**config.mk**
```make
export PLATFORM = sky130hd
export DESIGN_NAME = usb11_mctrl
export DESIGN_NICKNAME = d
export VERILOG_FILES = /design/src/rtl/usb11_pkg.sv /design/src/rtl/usb11_res_buf.sv /design/src/rtl/usb11_mctrl.sv
export SDC_FILE = /design/constraint.sdc
export NUM_CORES = 1
export LEC_CHECK = 0
export CAP_MARGIN = 15
export CORE_ASPECT_RATIO = 1.1
export CORE_MARGIN = 2
export CORE_UTILIZATION = 48
export DETAILED_ROUTE_END_ITERATION = 7
export PLACE_DENSITY = 0.76
export REMOVE_ABC_BUFFERS = 1
export SLEW_MARGIN = 0
export SYNTH_ARGS = -nofsm -noshare
export SYNTH_HDL_FRONTEND = slang
export SYNTH_HIERARCHICAL = 1
export SYNTH_SLANG_ARGS = --single-unit
```
**constraint.sdc**
```tcl
create_clock -name clk -period 3.05 [get_ports clk]
set_input_delay 0.61 -clock clk [delete_from_list [all_inputs] [get_ports clk]]
set_output_delay 0.61 -clock clk [all_outputs]
set_load 0.05 [all_outputs]
```
**src/rtl/usb11_pkg.sv**
```systemverilog
// Shared encodings for the USB 1.1 master controller: command ops, result tags,
// handshake bytes and the controller state enum.
package usb11_pkg;

    localparam logic [1:0] OP_CTRL  = 2'b00;
    localparam logic [1:0] OP_BYTE  = 2'b01;
    localparam logic [1:0] OP_PKT   = 2'b10;
    localparam logic [1:0] OP_LINES = 2'b11;

    localparam logic [3:0] TAG_DATA  = 4'h0;
    localparam logic [3:0] TAG_BADCH = 4'hC;
    localparam logic [3:0] TAG_FRAME = 4'hD;
    localparam logic [3:0] TAG_TMO   = 4'hE;
    localparam logic [3:0] TAG_LINES = 4'hF;

    localparam logic [7:0] SYNC_BYTE = 8'h80;
    localparam logic [7:0] ACK_PID   = 8'hD2;

    typedef enum logic [2:0] {
        ST_IDLE,
        ST_DECODE,
        ST_SLOT,
        ST_SENT,
        ST_RDATA,
        ST_GAP,
        ST_SYNC,
        ST_PID
    } state_t;

endpackage

```
**src/rtl/usb11_res_buf.sv**
```systemverilog
// Two-entry result FIFO; head is slot0. A push into a full buffer is dropped
// unless a pop happens in the same cycle.
module usb11_res_buf (
    input  logic        clk,
    input  logic        reset_n,
    input  logic        push,
    input  logic [15:0] push_data,
    input  logic        ready,
    output logic [15:0] head,
    output logic        valid,
    output logic        drop
);

    logic [15:0] slot0;
    logic [15:0] slot1;
    logic [1:0]  count;
    logic        pop;
    logic        take;

    assign valid = (count != 2'd0);
    assign head  = slot0;
    assign pop   = valid & ready;
    assign drop  = push & (count == 2'd2) & ~pop;
    assign take  = push & ~drop;

    // Shift-style storage update and occupancy count.
    always_ff @(posedge clk) begin
        if (!reset_n) begin
            slot0 <= '0;
            slot1 <= '0;
            count <= 2'd0;
        end else begin
            case ({take, pop})
                2'b10: begin
                    if (count == 2'd0) slot0 <= push_data;
                    else               slot1 <= push_data;
                    count <= count + 2'd1;
                end
                2'b01: begin
                    slot0 <= slot1;
                    count <= count - 2'd1;
                end
                2'b11: begin
                    if (count == 2'd1) begin
                        slot0 <= push_data;
                    end else begin
                        slot0 <= slot1;
                        slot1 <= push_data;
                    end
                end
                default: ;
            endcase
        end
    end

endmodule

```
**src/rtl/usb11_mctrl.sv**
```systemverilog
// USB 1.1 master controller: command decode, byte/packet send, receive with
// timeout and frame abort, automatic ACK handshake, frame-aligned channel control.
//
// state  | meaning
// IDLE   | waiting for a command
// DECODE | latched command is decoded, result or send is set up
// SLOT   | PKT byte waits for the packet slot pulse
// SENT   | byte handed to sender, waiting for it to move on
// RDATA  | receiving device bytes, timeout / frame abort armed
// GAP    | idle gap before the handshake
// SYNC   | SYNC byte sent, waiting for sender to take the next byte
// PID    | ACK PID sent as last byte, waiting for packet end
module usb11_mctrl
    import usb11_pkg::*;
#(
    parameter int NUM_CH     = 2,
    parameter int ACK_GAP    = 16,
    parameter int RX_TIMEOUT = 255
) (
    input  logic              clk,
    input  logic              reset_n,
    input  logic [15:0]       cmd_data,
    input  logic              cmd_valid,
    output logic              cmd_ready,
    output logic [15:0]       res_data,
    output logic              res_valid,
    input  logic              res_ready,
    output logic [7:0]        tx_byte,
    output logic              tx_wr,
    output logic              tx_last,
    input  logic              tx_show_next,
    input  logic              tx_pkt_end,
    input  logic              tx_bus_ena,
    input  logic              frame_eof,
    input  logic              pkt_slot,
    input  logic [7:0]        rx_byte,
    input  logic              rx_rdy,
    input  logic              rx_end,
    input  logic [NUM_CH-1:0] line_dp,
    input  logic [NUM_CH-1:0] line_dm,
    output logic [2:0]        ch_sel,
    output logic [NUM_CH-1:0] ch_rst,
    output logic [NUM_CH-1:0] ch_ena
);

    localparam logic [3:0]  NUM_CH_L = 4'(NUM_CH);
    localparam logic [15:0] GAP_LAST = 16'(ACK_GAP - 1);
    localparam logic [15:0] TMO_LAST = 16'(RX_TIMEOUT - 1);

    state_t            state;
    state_t            state_next;
    logic [15:0]       cmd_q;
    logic              aa_q;
    logic              tx_wr_q;
    logic              out_en;
    logic              ovf;
    logic              got_byte;
    logic [15:0]       cnt;
    logic [NUM_CH-1:0] rst_stg;
    logic [NUM_CH-1:0] ena_stg;
    logic              push;
    logic [15:0]       push_data;
    logic              buf_drop;
    logic [15:0]       lines_bits;
    logic [1:0]        op;
    logic [2:0]        ch_in;
    logic              ch_ok;
    logic              rx_take;
    logic              lines_push;
    logic [5:0]        unused_bits;

    assign op          = cmd_q[15:14];
    assign ch_in       = cmd_q[10:8];
    assign ch_ok       = ({1'b0, ch_in} < NUM_CH_L);
    assign rx_take     = rx_rdy & ~tx_bus_ena;
    assign lines_push  = (state == ST_DECODE) && ch_ok && (op == OP_LINES);
    assign cmd_ready   = out_en && (state == ST_IDLE);
    assign tx_wr       = tx_wr_q | ((state == ST_SLOT) & pkt_slot);
    assign unused_bits = {cmd_q[11], lines_bits[15:11]};

    // Interleave the current line levels, dp in the odd bit of each pair.
    always_comb begin
        lines_bits = '0;
        for (int i = 0; i < NUM_CH; i++) begin
            lines_bits[2*i+1] = line_dp[i];
            lines_bits[2*i]   = line_dm[i];
        end
    end

    // State register.
    always_ff @(posedge clk) begin
        if (!reset_n) state <= ST_IDLE;
        else          state <= state_next;
    end

    // Next-state and result-push decode.
    always_comb begin
        state_next = state;
        push       = 1'b0;
        push_data  = '0;
        case (state)
            ST_IDLE: if (cmd_valid && cmd_ready) state_next = ST_DECODE;
            ST_DECODE: begin
                if (!ch_ok) begin
                    push       = 1'b1;
                    push_data  = {TAG_BADCH, 4'h0, cmd_q[7:0]};
                    state_next = ST_IDLE;
                end else begin
                    case (op)
                        OP_BYTE: state_next = ST_SENT;
                        OP_PKT:  state_next = ST_SLOT;
                        OP_LINES: begin
                            push       = 1'b1;
                            push_data  = {TAG_LINES, ovf, lines_bits[10:0]};
                            state_next = ST_IDLE;
                        end
                        default: state_next = ST_IDLE;
                    endcase
                end
            end
            ST_SLOT: if (pkt_slot) state_next = ST_SENT;
            ST_SENT: if (tx_show_next || tx_pkt_end) state_next = aa_q ? ST_RDATA : ST_IDLE;
            ST_RDATA: begin
                if (rx_take) begin
                    push      = 1'b1;
                    push_data = {TAG_DATA, 4'h0, rx_byte};
                end
                if (rx_end) begin
                    state_next = ST_GAP;
                end else if (frame_eof && !rx_take) begin
                    push       = 1'b1;
                    push_data  = {TAG_FRAME, 9'b0, ch_sel};
                    state_next = ST_IDLE;
                end else if (!got_byte && !rx_take && cnt == TMO_LAST) begin
                    push       = 1'b1;
                    push_data  = {TAG_TMO, 9'b0, ch_sel};
                    state_next = ST_IDLE;
                end
            end
            ST_GAP:  if (cnt == GAP_LAST) state_next = ST_SYNC;
            ST_SYNC: if (tx_show_next) state_next = ST_PID;
            ST_PID:  if (tx_pkt_end) state_next = ST_IDLE;
            default: state_next = ST_IDLE;
        endcase
    end

    // Command latch, sender interface, channel control, overflow and timers.
    always_ff @(posedge clk) begin
        if (!reset_n) begin
            out_en   <= 1'b0;
            cmd_q    <= '0;
            aa_q     <= 1'b0;
            ch_sel   <= '0;
            tx_byte  <= '0;
            tx_last  <= 1'b0;
            tx_wr_q  <= 1'b0;
            rst_stg  <= '0;
            ena_stg  <= '0;
            ch_rst   <= '0;
            ch_ena   <= '0;
            ovf      <= 1'b0;
            cnt      <= '0;
            got_byte <= 1'b0;
        end else begin
            out_en  <= 1'b1;
            tx_wr_q <= 1'b0;
            if (state == ST_IDLE && cmd_valid && cmd_ready) cmd_q <= cmd_data;
            if (state == ST_DECODE && ch_ok) begin
                ch_sel  <= ch_in;
                aa_q    <= cmd_q[12];
                tx_last <= cmd_q[13];
                tx_byte <= cmd_q[7:0];
                if (op == OP_BYTE) tx_wr_q <= 1'b1;
                if (op == OP_CTRL) begin
                    for (int i = 0; i < NUM_CH; i++) begin
                        if (ch_in == 3'(i)) begin
                            rst_stg[i] <= cmd_q[0];
                            ena_stg[i] <= cmd_q[1];
                        end
                    end
                end
            end
            if (state == ST_GAP && state_next == ST_SYNC) begin
                tx_byte <= SYNC_BYTE;
                tx_last <= 1'b0;
                tx_wr_q <= 1'b1;
            end
            if (state == ST_SYNC && state_next == ST_PID) begin
                tx_byte <= ACK_PID;
                tx_last <= 1'b1;
                tx_wr_q <= 1'b1;
            end
            if (frame_eof) begin
                ch_rst <= rst_stg;
                ch_ena <= ena_stg;
            end
            if (buf_drop)        ovf <= 1'b1;
            else if (lines_push) ovf <= 1'b0;
            if (state_next != state)
                cnt <= '0;
            else if ((state == ST_RDATA && !got_byte) || state == ST_GAP)
                cnt <= cnt + 16'd1;
            if (state_next == ST_RDATA && state != ST_RDATA)
                got_byte <= 1'b0;
            else if (state == ST_RDATA && rx_take)
                got_byte <= 1'b1;
        end
    end

    usb11_res_buf u_res_buf (
        .clk       (clk),
        .reset_n   (reset_n),
        .push      (push),
        .push_data (push_data),
        .ready     (res_ready),
        .head      (res_data),
        .valid     (res_valid),
        .drop      (buf_drop)
    );

endmodule

```
==> metrics.md <==
| Metric | Value |
|---|---|
| Met3 wire len | 553 um |
| Top Layer Used | met4 |
| Mean Syn Cell Area | 8.51 um^2 |
| Worst endpoint required time | 3.31 ns |
| Synth Instances | 509 |
| Status | finished, final reports clean |
| Crit path launch type | flip-flop |
| Largest net degree at the start of global routing | 38 |
| Final hold viol count | 0 |
| Final instance area | 0.00560 mm^2 |
| Core Util, Final | 63.4% |
| Final net count | 646 |
| WL met1 | 4720 um |
| Power density over the cells | 534 mW/mm^2 |
| Largest area contributor in the netlist | dfxtp_1 |
| Chip width | 94.6 um |
| Worst Path Max Fanout | 16 |
| Crit share post-route | 94.8% |
| CP arrival | 3.15 ns |
| Area of the multi-input gates | 0.00228 mm^2 |
| 1st-iter DRT viols | 218 |
| FMAX | 0.346 GHz |
| CTS sink cnt | 93 |
| PortBufs | 72 |
| MaxCap Viol Count | 0 |
| Vias in the first global route | 3715 |
| Die area | 0.00980 mm^2 |
| Initial Util | 49.1% |
| Final ANT Viol Nets | 0 |
| Peak supply drop | 0.265 mV |
| Final min period | 2.89 ns |
| Initial antenna violation count | 0 |
| Crit Path Class | reg -> reg |
| CP delay by family, top | simple AND/OR/NAND/NOR gates |
| CP bufs+invs | 2 |
| Yosys warns | 6 |
| CP max stage delay | 0.58 ns |
| Worst hold slack | 0.467 ns |
| Synth area leaders | dfxtp_1, nand2_1, mux2i_1 |
| Slowest-stage cell, CP | or4_4 |
| Ys flop type | dfxtp_1 |
| Slew headroom | 63.6% |
| DR vias | 3925 |
| Skew-Pair Late Insertion Delay | 0.38 ns |
| Io pins | 74 |
| Crit end category | flip-flop |
| Final setup viols | 0 |
| CTS Root Cell | clkbuf_8 |
| TritonRoute pass-1 iters | 5 |
| Fraction of registers with async set/reset | 0% |
| DP Area | 0.00529 mm^2 |
| GPL Wtd Cong | 0.821 |
| Clock slew at reported path FFs | 0.09 ns |
| GRT overflow | 0 |
| Worst-path cell chain | or4_1 > or4_4 > a21oi_2 > o21bai_1 > or2_4 > nand2b_1 > o21ai_4 > buf_4 > clkbuf_16 > a31oi_1 |
| Worst Tran Pin Value | 0.542 ns |
| Area grow syn2layout | 29.2% |
| Detailed placement HPWL | 7790 um |
| Final Slew Violations | 0 |
| FILL cells | 731 |
| Synthesized cell area | 0.00433 mm^2 |
| Tot GR Track Use | 22.5% |
| Core area | 0.00883 mm^2 |
| Core Rows | 36 |
| CTS buffer count | 9 |
| Vias/cell | 5.47 |
| CTS tree | yes |
| EDFF count, synth | 0 |
| First-pass GRT wire length | 17600 um |
| Clk_skew | 0.0109 ns |
| Synth top area share | 43.0% |
| Sequential share of the synthesized area | 43.0% |
| Diodes inserted | 0 |
| Share of cells above drive strength 1 | 10.6% |
| Synth Register Bits | 93 |
| Unrepaired setup endpoints after global routing | no |
| WL final | 11000 um |
| Post-DR wirelength/cell | 15.4 um |
| Distinct cells, synth | 63 |
| Pleak | 0.00215 uW |
| Reg area | 0.00186 mm^2 |
| Die Height | 104 um |
| Clock buffer depth | 2 |
| Number of H-tree levels | 3 |
| Met2 routed WL | 5490 um |
| Drt drc | 0 |
| Worst Hold Class | reg -> reg |
==> placed cells by master (no fill, tap or decap), types with 4 or more instances in the layout <==
master / instances
nand3_1: 12
nor2b_1: 23
o21ai_0: 21
a22o_1: 4
clkdlybuf4s50_1: 71
nand2b_1: 4
dfxtp_1: 93
a31oi_1: 22
buf_4: 28
inv_1: 15
nor2_1: 25
xnor2_1: 11
nand4_1: 6
mux2i_1: 29
buf_12: 4
or3_1: 4
a21oi_1: 27
xor2_1: 5
clkbuf_8: 10
nand2_1: 94
nor3_1: 22
ha_1: 9
conb_1: 6
and3_1: 4
==> power by group <==
part	internal [uW]	total [uW]	switching, uW
Combinational	289	734	446
Clock	488	933	445
Sequential	1280	1320	39.6
Total	2060	2990	930
==> logic make-up after synthesis <==
group	Yosys count	synth area share, %
simple gates	219	25.1
flops	93	43.0
buf+inv	47	5.23
other cells	1	0.0866
compound gates	95	14.0
xor+xnor	16	3.24
mux	29	6.70
fa+ha+maj	9	2.60
==> synthesized netlist by cell type (2+ instances only) <==
cell type and n:
xnor2_1 11, a222oi_1 3, or3b_2 3, nor3_1 23
nand4_1 6, a31oi_1 22, mux2i_1 29, nor2b_1 23
nand2_1 94, inv_1 15, nand3_1 12, nor2_1 25
ha_1 9, or3_1 4, buf_6 3, o21ai_0 21
buf_2 7, and2_1 2, and3_1 4, a221o_1 2
xor2_1 5, a22o_1 4, dfxtp_1 93, clkbuf_1 18
nand2b_1 4, a21oi_1 28, buf_4 2, or4bb_1 2
==> worst min-delay path: cells and delay by family (launching register included) <==
family	cells	cell delay, ns
AOI/OAI and AO/OA	1	0.05
DFF	1	0.32
and+or+nand+nor	1	0.05
==> metrics by stage <==
stage	total power [uW]	worst slack (ns)	setup TNS (ns)	instances
CTS	2960	0.0201	0	712
detailed placement	2050	-0.0292	-0.0911	696
global placement	2030	0.0778	0	696
global route	3090	0.0283	0	717
finish	2990	0.159	0	717
floorplan	1750	-1.13	-26.54	483
==> metal layers <==
layer | GRT usage [%] | up-vias
met2 | 37.6 | 112
met3 | 4.07 | 22
met1 | 28.3 | 1852
li1 | - | 1939
met5 | 0 | -
met4 | 9.52 | 0
==> layout make-up <==
type,instances,share of cell area [%]
tap,114,2.55
clock inverter,5,1.48
multi-input combinational,374,40.8
timing repair buffer,104,18.3
sequential,93,33.3
clock buffer,11,2.53
inverter,16,1.07
==> final timing paths <==
check,to,startpoint,depth (start not counted),slack [ns]
setup reg to reg,u_res_buf/head[11]$_SDFFE_PN0P_,cnt[9]$_SDFFE_PP0P_,10,0.16
hold / removal,cmd_q[13]$_SDFFE_PN0P_,cmd_q[13]$_SDFFE_PN0P_,2,0.47
hold reg to reg,cmd_q[13]$_SDFFE_PN0P_,cmd_q[13]$_SDFFE_PN0P_,2,0.47
setup / recovery,u_res_buf/head[11]$_SDFFE_PN0P_,cnt[9]$_SDFFE_PP0P_,10,0.16
==> sequential cells by signal, summed over array words and instances (netlist names), 2 cells and up <==
register / flops
cnt: 16
u_res_buf/head: 16
u_res_buf/slot1: 16
cmd_q: 15
tx_byte: 8
ch_sel: 3
state: 3
ch_ena: 2
ch_rst: 2
ena_stg: 2
rst_stg: 2
u_res_buf/count: 2
==> timing repair <==
action | CTS | global route
resized for setup | 2 | 2
endpoints found under the setup margin | 16 | 19
hold buffers | 0 | 0
hold endpoints to repair | 0 | 0
pin swaps | 0 | 3
setup buffers | 0 | 4
cloned | 0 | 1
Power figures use the tool's default switching activity.
